--- src/rtl/ehl_ahb_pkg.sv ---
// Shared AHB-Lite encodings and helpers for the ehl_* bus blocks.
// Latency: n/a (types, constants and a pure function only).
// Backpressure: n/a.
package ehl_ahb_pkg;

  // HTRANS transfer types
  typedef enum logic [1:0] {
    HTRANS_IDLE   = 2'd0,
    HTRANS_BUSY   = 2'd1,
    HTRANS_NONSEQ = 2'd2,
    HTRANS_SEQ    = 2'd3
  } htrans_e;

  // HRESP codes (2-bit bus field)
  localparam logic [1:0] HRESP_OKAY  = 2'd0;
  localparam logic [1:0] HRESP_ERROR = 2'd1;

  // HSIZE codes the bridge understands; anything wider is rejected
  localparam logic [2:0] HSIZE_BYTE = 3'd0;
  localparam logic [2:0] HSIZE_HALF = 3'd1;
  localparam logic [2:0] HSIZE_WORD = 3'd2;

  // Byte-lane strobes for a 32-bit data bus from transfer size and low address bits
  function automatic logic [3:0] ahb_strb(input logic [2:0] hsize, input logic [1:0] addr);
    logic [3:0] strb;
    strb = 4'b0000;
    case (hsize)
      HSIZE_BYTE: strb = 4'b0001 << addr;
      HSIZE_HALF: strb = 4'b0011 << {addr[1], 1'b0};
      HSIZE_WORD: strb = 4'b1111;
      default:    strb = 4'b0000;
    endcase
    return strb;
  endfunction

endpackage

--- src/rtl/ehl_ahb2apb_bridge.sv ---
// AHB-Lite slave to APB4 master bridge: one APB SETUP/ACCESS per selected AHB transfer.
// Latency: 3 AHB wait states with a zero-wait peripheral, +1 per ACCESS cycle with pready low.
// Backpressure: AHB stalled via hready until the single outstanding APB transfer ends; pslverr/timeout -> 2-cycle ERROR.
// Ports: hclk/hreset (sync, active-high); AHB slave side hsel..hwdata in, hready/hresp/hrdata out;
//        APB master side paddr/psel/penable/pwrite/pprot/pstrb/pwdata out, prdata/pready/pslverr in.
module ehl_ahb2apb_bridge
  import ehl_ahb_pkg::*;
#(
  parameter int AW      = 32,
  parameter int TIMEOUT = 255
) (
  input  logic          hclk,
  input  logic          hreset,
  input  logic          hsel,
  input  logic          hready_in,
  input  logic [AW-1:0] haddr,
  input  logic [1:0]    htrans,
  input  logic          hwrite,
  input  logic [2:0]    hsize,
  input  logic [3:0]    hprot,
  input  logic [31:0]   hwdata,
  output logic          hready,
  output logic [1:0]    hresp,
  output logic [31:0]   hrdata,
  output logic [AW-1:0] paddr,
  output logic          psel,
  output logic          penable,
  output logic          pwrite,
  output logic [2:0]    pprot,
  output logic [3:0]    pstrb,
  output logic [31:0]   pwdata,
  input  logic [31:0]   prdata,
  input  logic          pready,
  input  logic          pslverr
);

  typedef enum logic [2:0] {
    S_IDLE, S_WDAT, S_SETUP, S_ACCESS, S_ERR1, S_ERR2, S_DONE
  } state_e;

  // A disabled timeout still needs a 1-bit counter to keep the logic legal
  localparam int              CW       = (TIMEOUT > 0) ? $clog2(TIMEOUT + 1) : 1;
  localparam logic [CW-1:0]   TMO_MAX  = CW'(TIMEOUT);
  localparam logic [CW-1:0]   TMO_LAST = CW'((TIMEOUT > 0) ? TIMEOUT - 1 : 0);

  state_e          state_q, state_d;
  logic [AW-1:0]   paddr_q, paddr_d;
  logic            pwrite_q, pwrite_d;
  logic [2:0]      pprot_q, pprot_d;
  logic [3:0]      pstrb_q, pstrb_d;
  logic [31:0]     pwdata_q, pwdata_d;
  logic [31:0]     hrdata_q, hrdata_d;
  logic            hready_q, hready_d;
  logic [1:0]      hresp_q, hresp_d;
  logic            psel_q, psel_d;
  logic            penable_q, penable_d;
  logic [CW-1:0]   cnt_q, cnt_d;
  logic            xfer_vld;

  logic unused_ok;
  assign unused_ok = &{1'b0, htrans[0], hprot[3:2]};

  assign xfer_vld = hsel & htrans[1] & hready_in & hready_q;

  always_comb begin
    state_d  = state_q;
    paddr_d  = paddr_q;
    pwrite_d = pwrite_q;
    pprot_d  = pprot_q;
    pstrb_d  = pstrb_q;
    pwdata_d = pwdata_q;
    hrdata_d = hrdata_q;
    cnt_d    = cnt_q;

    case (state_q)
      S_IDLE, S_DONE: begin
        state_d = S_IDLE;
        if (xfer_vld) begin
          if (hsize > HSIZE_WORD) begin
            // Unsupported width never reaches the APB side
            state_d = S_ERR1;
          end else begin
            state_d  = S_WDAT;
            paddr_d  = haddr;
            pwrite_d = hwrite;
            pprot_d  = {~hprot[0], 1'b1, hprot[1]};
            pstrb_d  = hwrite ? ahb_strb(hsize, haddr[1:0]) : 4'b0000;
          end
        end
      end
      S_WDAT: begin
        // AHB data phase: hwdata is valid now; harmless to capture on reads
        pwdata_d = hwdata;
        state_d  = S_SETUP;
      end
      S_SETUP: begin
        cnt_d   = '0;
        state_d = S_ACCESS;
      end
      S_ACCESS: begin
        if (pready) begin
          if (pslverr) begin
            state_d = S_ERR1;
          end else begin
            state_d = S_DONE;
            if (!pwrite_q) hrdata_d = prdata;
          end
        end else begin
          if (cnt_q != TMO_MAX) cnt_d = cnt_q + 1'b1;
          // This stalled cycle is the TIMEOUT-th one
          if ((TIMEOUT != 0) && (cnt_q == TMO_LAST)) state_d = S_ERR1;
        end
      end
      S_ERR1:  state_d = S_ERR2;
      S_ERR2:  state_d = S_IDLE;  // master cancels anything presented here
      default: state_d = S_IDLE;
    endcase

    // Bus-facing controls are registered decodes of the next state
    hready_d  = !(state_d inside {S_WDAT, S_SETUP, S_ACCESS, S_ERR1});
    hresp_d   = (state_d inside {S_ERR1, S_ERR2}) ? HRESP_ERROR : HRESP_OKAY;
    psel_d    = (state_d inside {S_SETUP, S_ACCESS});
    penable_d = (state_d == S_ACCESS);
  end

  always_ff @(posedge hclk) begin
    if (hreset) begin
      state_q   <= S_IDLE;
      paddr_q   <= '0;
      pwrite_q  <= 1'b0;
      pprot_q   <= '0;
      pstrb_q   <= '0;
      pwdata_q  <= '0;
      hrdata_q  <= '0;
      hready_q  <= 1'b1;
      hresp_q   <= HRESP_OKAY;
      psel_q    <= 1'b0;
      penable_q <= 1'b0;
      cnt_q     <= '0;
    end else begin
      state_q   <= state_d;
      paddr_q   <= paddr_d;
      pwrite_q  <= pwrite_d;
      pprot_q   <= pprot_d;
      pstrb_q   <= pstrb_d;
      pwdata_q  <= pwdata_d;
      hrdata_q  <= hrdata_d;
      hready_q  <= hready_d;
      hresp_q   <= hresp_d;
      psel_q    <= psel_d;
      penable_q <= penable_d;
      cnt_q     <= cnt_d;
    end
  end

  assign hready  = hready_q;
  assign hresp   = hresp_q;
  assign hrdata  = hrdata_q;
  assign paddr   = paddr_q;
  assign psel    = psel_q;
  assign penable = penable_q;
  assign pwrite  = pwrite_q;
  assign pprot   = pprot_q;
  assign pstrb   = pstrb_q;
  assign pwdata  = pwdata_q;

endmodule

--- config.mk ---
export PLATFORM = sky130hd
export DESIGN_NAME = ehl_ahb2apb_bridge
export DESIGN_NICKNAME = d
export VERILOG_FILES = /design/src/rtl/ehl_ahb_pkg.sv /design/src/rtl/ehl_ahb2apb_bridge.sv
export SDC_FILE = /design/constraint.sdc
export NUM_CORES = 1
export LEC_CHECK = 0
export ABC_AREA = 1
export BUFFER_PORTS_ARGS = -buffer_cell sky130_fd_sc_hd__buf_2
export CORE_AREA = 2 2 119 92
export DETAILED_ROUTE_END_ITERATION = 7
export DIE_AREA = 0 0 121 94
export PLACE_DENSITY = 0.78
export SLEW_MARGIN = 15
export SYNTH_ARGS = -nofsm -noshare
export SYNTH_HDL_FRONTEND = slang
export SYNTH_SLANG_ARGS = --single-unit
--- constraint.sdc ---
create_clock -name hclk -period 1.8 [get_ports hclk]
set_input_delay 0.27 -clock hclk [delete_from_list [all_inputs] [get_ports hclk]]
set_output_delay 0.27 -clock hclk [all_outputs]
set_load 0.1 [all_outputs]
==> results of run 1 <==
routing by layer:
metal  GRT usage (%)  vias to the layer above  part of all wire (%)
li1                -                     2387                     -
met1           26.72                     2118                    45
met2           34.22                      153                    46
met3           6.857                       12                   7.5
met4           7.171                        0                  0.77
met5               0                        -                     0
cell usage after synthesis:
cell and n:
sky130_fd_sc_hd__dfxtp_1 119, sky130_fd_sc_hd__inv_2 3, sky130_fd_sc_hd__inv_1 24, sky130_fd_sc_hd__o21ai_0 70, sky130_fd_sc_hd__nor2_1 151, sky130_fd_sc_hd__clkinv_2 1
sky130_fd_sc_hd__nor2_2 1, sky130_fd_sc_hd__o21ai_1 3, sky130_fd_sc_hd__nand3b_1 1, sky130_fd_sc_hd__clkbuf_2 3, sky130_fd_sc_hd__buf_1 1, sky130_fd_sc_hd__xor2_1 2
sky130_fd_sc_hd__clkbuf_1 17, sky130_fd_sc_hd__buf_2 7, sky130_fd_sc_hd__nor3_1 2, sky130_fd_sc_hd__nand4_1 5, sky130_fd_sc_hd__buf_6 6, sky130_fd_sc_hd__nand3_2 1
sky130_fd_sc_hd__a21oi_1 50, sky130_fd_sc_hd__buf_8 1, sky130_fd_sc_hd__nand2_1 79, sky130_fd_sc_hd__a21oi_2 1, sky130_fd_sc_hd__nand2_2 3, sky130_fd_sc_hd__conb_1 1
sky130_fd_sc_hd__buf_4 2, sky130_fd_sc_hd__nand3_1 48, sky130_fd_sc_hd__nor2_4 3, sky130_fd_sc_hd__ha_1 2, sky130_fd_sc_hd__xnor2_1 1
power groups by stage:
stage,Sequential (mW),Combinational [mW],Clock [mW]
2_1_floorplan,3.37,0.305,0
3_3_place_gp,2.83,1.11,0
3_5_place_dp,2.83,1.12,0
4_1_cts,2.77,1.12,3.94
5_1_grt,2.78,1.19,4.08
6_report,2.77,1.11,3.88
flip-flops by register name (all words and copies together) (netlist names):
name / cells
paddr: 32
pprot: 3
state_q: 3
hready: 1
pwdata: 32
cnt_q: 8
penable: 1
hresp: 1
pstrb: 4
pwrite: 1
psel: 1
hrdata: 32
worst max-delay path: cells and delay by family, from the launching register on:
family          cells  cell delay [ns]
compound gates      1             0.12
buf+inv             1             0.33
flops               1             0.46
simple gates        6             0.56
logic make-up after synthesis:
family | after synthesis | synth area share, %
buffers and inverters | 65 | 6.983
xor gates and xnor gates | 3 | 0.5708
other | 1 | 0.08144
and+or+nand+nor | 294 | 26.52
DFF | 119 | 51.74
adders and majority gates | 2 | 0.5434
AOI/OAI and AO/OA | 124 | 13.56
per-stage QoR:
| step | total power [mW] | cell area [um^2] |
|---|---|---|
| 4_1_cts | 7.827 | 6455 |
| 6_report | 7.769 | 6455 |
| 5_1_grt | 8.047 | 6455 |
| 2_1_floorplan | 3.678 | 4606 |
| 3_3_place_gp | 3.935 | 5767 |
| 3_5_place_dp | 3.943 | 5767 |
cell type report:
type                       instances  share of cell area (%)
sequential                       119                   36.93
inverter                          28                   1.648
multi-input combinational        424                   29.48
clock buffer                      21                   7.288
clock inverter                    11                   3.373
tap                              136                   2.636
timing repair buffer             229                   18.65
final timing paths:
path / start / end / depth (start not counted)
setup / recovery: state_q[1] / pwrite / 8
hold / removal: hprot[0] / pprot[2] / 2
setup reg to reg: state_q[1] / pwrite / 8
hold reg to reg: pwdata[2] / pwdata[2] / 2
==> run summary, run 1 <==
Status -> completed
Worst R2R Setup Slack -> 0.20 ns
Critical Path Slowest Stage Cell -> sky130_fd_sc_hd__dfxtp_1
Slew Limit Headroom -> 65.04%
Final worst path period need -> 1.599 ns
Area taken by multi-input logic gates -> 1903 um^2
Data arrival time of the critical path -> 1.87 ns
Number of global-route vias before repair -> 4070
Synth Area per Inst -> 7.573 um^2
Combinational Power Share -> 14.3%
Critical path capture point type -> register
Slew at the pin closest to its max-slew limit -> 0.5243 ns
Flip-flop and latch count after synthesis -> 119
Setup skew after layout -> 0.007020 ns
First-pass GRT wire length -> 19170 um
Synthesized instance count -> 608
Antenna violations before repair -> 0
Most frequent CP cell -> sky130_fd_sc_hd__nor2_1
Unique cell type count in the Yosys netlist -> 29
Share of power burned in registers -> 35.7%
Area growth from synthesis to layout -> 40.19%
Number of gates resized after CTS -> 0
Number of sinks on the clock net -> 119
Worst-case clock buffer depth -> 2
Setup Buffers After CTS -> 0
Cts bufs inserted -> 17
Required time at the endpoint of the critical path -> 2.07 ns
Number of placed instances with taps included -> 936
Initial cell density of the core -> 45.45%
Path category of the worst min-delay check -> in2reg
Number of hold violations in the final report -> 0
Worst Path Class, Setup -> reg2reg
Switch share -> 26.87%
Number of nets in the synthesized netlist -> 722
1st-iter DRT viols -> 393
Final setup vio count -> 0
Pwr dens -> 1204 nW/um^2
Post-synth top area cell -> sky130_fd_sc_hd__dfxtp_1
Detailed placer's ending HPWL -> 8543 um
Delay of the slowest cell on the worst path -> 0.46 ns
Clock tree from TritonCTS -> built
Total Die Area -> 11370 um^2
Count of standard-cell rows -> 32
Worst hold slack -> 0.05427 ns
Maximum net fanout on the critical path -> 37
Setup repair after global routing missed its margin -> false
Fmax -> 0.6255 GHz
Switching Power -> 2.088 mW
Die boundary height -> 94 um
Share of Yosys cell area claimed by the top area cell type -> 51.74%
Detail-routed net length per standard cell -> 12.55 um
Final GP Congestion -> 0.8475
Post-detailed-route DRC marker count -> 0
Type of origin of the critical path -> register
Via count -> 4670
Layout cell share with drive strength beyond 1 -> 33.05%
Final period util -> 88.82%
Total negative slack -> 0 ns
Clock power frac -> 50.0%
Tot GR Track Use -> 21.19%
Max H-tree Level -> 4
Maximum resistive drop on vdd -> 818.9 uV
Most common cell after layout, fill and taps aside -> sky130_fd_sc_hd__buf_2
Fin nets -> 933
Final standard cell count with taps included and fillers excluded -> 968
Clock root buffer -> sky130_fd_sc_hd__clkbuf_16
# IOs -> 221
Vias/cell -> 4.824
Detail Route Antenna Nets -> 0
Leak Pwr -> 3.059 nW
Max-cap violation count -> 0
Post-synthesis instance area -> 4604 um^2
Dpl ws -> 0.2261 ns
Quantity of I/O buffers inserted on ports -> 216
Post-layout util -> 63.72%
Gr ovfl total -> 0
Width of the die -> 121 um
Sequential cell area in the final layout -> 2384 um^2
Internal Power -> 5.681 mW
Core Area -> 10130 um^2
Total length of routed wires -> 12150 um
Detailed-router iteration count before antenna repair -> 5
Layout filler cell count -> 879
Post-route setup slack -> 0.2012 ns
Critical-path cell list -> nor2_1, nor2_1, nor2_2, nand3_2, buf_4, nor2_4, a21oi_1, nor2_1
Clock transition at the register clock pins on the worst setup and hold paths after CTS -> 0.05 ns
Latest clock arrival within the worst-skew pair -> 0.40 ns
Max-slew violation count -> 0
Number of warning messages in the yosys log -> 0
Most used cells in the layout excluding fill and tap cells -> sky130_fd_sc_hd__buf_2, sky130_fd_sc_hd__nor2_1, sky130_fd_sc_hd__dfxtp_1
Sequential element share of the synthesized area -> 51.74%
Diodes inserted -> 0
Main area contributors after synthesis -> sky130_fd_sc_hd__dfxtp_1, sky130_fd_sc_hd__nor2_1, sky130_fd_sc_hd__o21ai_0, sky130_fd_sc_hd__nand2_1, sky130_fd_sc_hd__a21oi_1
Number of hold buffers added after cts -> 0
Maximum number of pins on one net before global-route repair -> 50
Note: power is estimated with default switching activity, not from simulation.
==> inputs of run 2 (changes only) <==
--- a/config.mk
+++ b/config.mk
@@ -7,10 +7,13 @@
 export LEC_CHECK = 0
 export ABC_AREA = 1
 export BUFFER_PORTS_ARGS = -buffer_cell sky130_fd_sc_hd__buf_2
-export CORE_AREA = 2 2 119 92
+export CELL_PAD_IN_SITES_DETAIL_PLACEMENT = 1
+export CELL_PAD_IN_SITES_GLOBAL_PLACEMENT = 1
+export CORE_AREA = 2 2 147 113
 export DETAILED_ROUTE_END_ITERATION = 7
-export DIE_AREA = 0 0 121 94
-export PLACE_DENSITY = 0.78
+export DIE_AREA = 0 0 149 115
+export PLACE_DENSITY_LB_ADDON = 0.1
+export RECOVER_POWER = 25
 export SLEW_MARGIN = 15
 export SYNTH_ARGS = -nofsm -noshare
 export SYNTH_HDL_FRONTEND = slang
==> run 2 against run 1 <==
  * Cell count grew 7.3%
  * Utilization shrank 23 points
  * Total power shrank 5.8%
  * Design area shrank 0.14%
  * Critical path depth is the same
  * Wire length grew 21%
  * Register-to-register slack lost 0.02 ns
  * Setup slack lost 0.021 ns
  * Via count grew 1.9%
  * Clock-buffer cell count shrank 1
  * Combinational power is essentially flat
  * Critical path type unchanged
  * Critical endpoint is now pstrb[1]
  * Highest routed layer is now met5
==> run summary, run 2 (synthesized netlist as in run 1, its figures left out) <==
Number of placed instances with taps included -> 1007 (+7.6%)
Vias/cell -> 4.581 (-5.0%)
Worst Path Class, Setup -> reg2reg
Critical path capture point type -> register
Depth of the most critical reg-to-reg path -> 8 (unchanged)
Layout filler cell count -> 1989 (+130%)
Detailed-router iteration count before antenna repair -> 4 (-1)
Diodes inserted -> 0 (unchanged)
Post-layout util -> 41.02% (-23 points)
Dominant delay contributor by cell family on the critical path -> simple AND/OR/NAND/NOR gates
Startpoint of the worst register-to-register path -> state_q[1]
Clock power frac -> 46.7% (-3.3 points)
Internal Power -> 5.132 mW (-9.7%)
Gr ovfl total -> 0 (unchanged)
1st-iter DRT viols -> 155 (-61%)
Area taken by multi-input logic gates -> 1901 um^2 (-0.13%)
Critical-path cell list -> nor2_1, nor2_1, nor2_1, nand3_2, buf_6, nor2_4, nand2_1, a21oi_1
Post-detailed-route DRC marker count -> 0 (unchanged)
Setup skew after layout -> 0.006310 ns (-0.0007104 ns)
Final GP Congestion -> 0.7331 (-13%)
Slew at the pin closest to its max-slew limit -> 0.5740 ns (+0.04962 ns)
Core Area -> 15720 um^2 (+55%)
Hold Path Origin -> hprot[0]
Hold Path Cell Cnt -> 2 (unchanged)
Hold worst-path end -> pprot[2]
Clock transition at the register clock pins on the worst setup and hold paths after CTS -> 0.06 ns (about the same)
Final worst path period need -> 1.620 ns (+0.02133 ns)
Leak Pwr -> 2.955 nW (-3.4%)
Maximum number of pins on one net before global-route repair -> 70 (+40%)
Number of gates resized after CTS -> 0 (unchanged)
Sequential cell area in the final layout -> 2384 um^2 (unchanged)
Detail-routed net length per standard cell -> 14.11 um (+12%)
Maximum resistive drop on vdd -> 658.1 uV (-20%)
Most common cell after layout, fill and taps aside -> sky130_fd_sc_hd__buf_2
Delay of the slowest cell on the worst path -> 0.38 ns (-0.08 ns)
Slew Limit Headroom -> 61.74% (-3.3 points)
Required time at the endpoint of the critical path -> 2.14 ns (+0.07 ns)
Pwr dens -> 1136 nW/um^2 (-5.6%)
Path category of the worst min-delay check -> in2reg
Worst flop-to-flop path endpoint -> pstrb[1]
Antenna violations before repair -> 1 (+1)
Most frequent CP cell -> sky130_fd_sc_hd__nor2_1
Total negative slack -> 0 ns (unchanged)
WP buf/inv -> 1 (unchanged)
Latest clock arrival within the worst-skew pair -> 0.41 ns (about the same)
Detailed placer's ending HPWL -> 10360 um (+21%)
Data arrival time of the critical path -> 1.96 ns (+0.09 ns)
Final period util -> 90.01% (+1.2 points)
Maximum net fanout on the critical path -> 37 (unchanged)
Final setup vio count -> 0 (unchanged)
Total length of routed wires -> 14660 um (+21%)
Quantity of I/O buffers inserted on ports -> 216 (unchanged)
Initial cell density of the core -> 29.30% (-16 points)
Worst R2R Setup Slack -> 0.18 ns (-0.02 ns)
Status -> completed
Post-Layout Inst Area -> 6446 um^2 (-0.14%)
Layout cell share with drive strength beyond 1 -> 32.81% (-0.24 points)
Setup Buffers After CTS -> 0 (unchanged)
Switch share -> 29.90% (+3.0 points)
Clock root buffer -> sky130_fd_sc_hd__clkbuf_16
Most used cells in the layout excluding fill and tap cells -> sky130_fd_sc_hd__buf_2, sky130_fd_sc_hd__nor2_1, sky130_fd_sc_hd__dfxtp_1
Switching Power -> 2.189 mW (+4.8%)
Combinational Power Share -> 15.4% (+1.1 points)
Via count -> 4760 (+1.9%)
First-pass GRT wire length -> 23270 um (+21%)
Max-cap violation count -> 0 (unchanged)
Number of hold buffers added after cts -> 0 (unchanged)
Width of the die -> 149 um (+23%)
Number of sinks on the clock net -> 119 (unchanged)
Area post-placement -> 5837 um^2 (+1.2%)
Cts bufs inserted -> 17 (unchanged)
Detail Route Antenna Nets -> 0 (unchanged)
Die boundary height -> 115 um (+22%)
Total Die Area -> 17140 um^2 (+51%)
Critical Path Slowest Stage Cell -> sky130_fd_sc_hd__dfxtp_1
Tot GR Track Use -> 17.34% (-3.9 points)
Share of power burned in registers -> 37.9% (+2.2 points)
Number of hold violations in the final report -> 0 (unchanged)
Fmax -> 0.6172 GHz (-1.3%)
Clock tree from TritonCTS -> built
Final standard cell count with taps included and fillers excluded -> 1039 (+7.3%)
Setup repair after global routing missed its margin -> false
Worst-case clock buffer depth -> 2 (unchanged)
Area growth from synthesis to layout -> 40.00%
# IOs -> 221 (unchanged)
Type of origin of the critical path -> register
Fin nets -> 930 (-0.32%)
Max H-tree Level -> 4 (unchanged)
Number of global-route vias before repair -> 4790 (+18%)
Max-slew violation count -> 0 (unchanged)
Stages on the worst setup path -> 8 (unchanged)
Count of standard-cell rows -> 40 (+25%)
[run 2: stage by stage]
stage	hold WS, ns	power (mW)	setup WS (ns)
6_report	0.02579	7.320	0.1799
5_1_grt	0.002937	7.643	0.004426
2_1_floorplan	0.3601	3.678	0.08133
3_3_place_gp	0.4461	3.940	0.2310
4_1_cts	0.002339	7.438	0.1591
3_5_place_dp	0.4527	3.966	0.1733
[run 2: layout make-up]
class,instances,area share [%]
Multi-Input combinational cell,424,29.48
Clock buffer,20,7.240
Clock inverter,12,2.193
Sequential cell,119,36.98
Inverter,28,1.650
Tap cell,210,4.076
Timing Repair Buffer,226,18.38
[run 2: per-layer routing]
layer	track usage (%)	wire [um]
met1	20.97	6542
met2	29.19	6998
met3	5.675	952
met4	6.032	151
met5	0	13
[run 2: worst reg2reg max path: stages (launching register included)]
cell and delay [ns]:
sky130_fd_sc_hd__dfxtp_1 0.38, sky130_fd_sc_hd__nor2_1 0.22, sky130_fd_sc_hd__nor2_1 0.10, sky130_fd_sc_hd__nor2_1 0.18, sky130_fd_sc_hd__nand3_2 0.11, sky130_fd_sc_hd__buf_6 0.20
sky130_fd_sc_hd__nor2_4 0.17, sky130_fd_sc_hd__nand2_1 0.07, sky130_fd_sc_hd__a21oi_1 0.14
[run 2: how the worst max path moves through the flow]
stage	startpoint	to	slack (ns)
final	state_q[1]	pstrb[1]	0.18
after detailed placement	state_q[1]	pwrite	0.17
after floorplan	pwrite	hrdata[10]	0.08
after CTS	state_q[1]	pstrb[1]	0.16
after global placement	state_q[1]	pwrite	0.23
after global routing	cnt_q[0]	hready	0.004
[run 2: power groups by stage]
stage	Clock (mW)	Combinational [mW]	Sequential, mW
floorplan	0	0.305	3.37
global placement	0	1.11	2.83
detailed placement	0	1.14	2.83
CTS	3.52	1.14	2.77
global route	3.65	1.21	2.79
finish	3.42	1.13	2.78
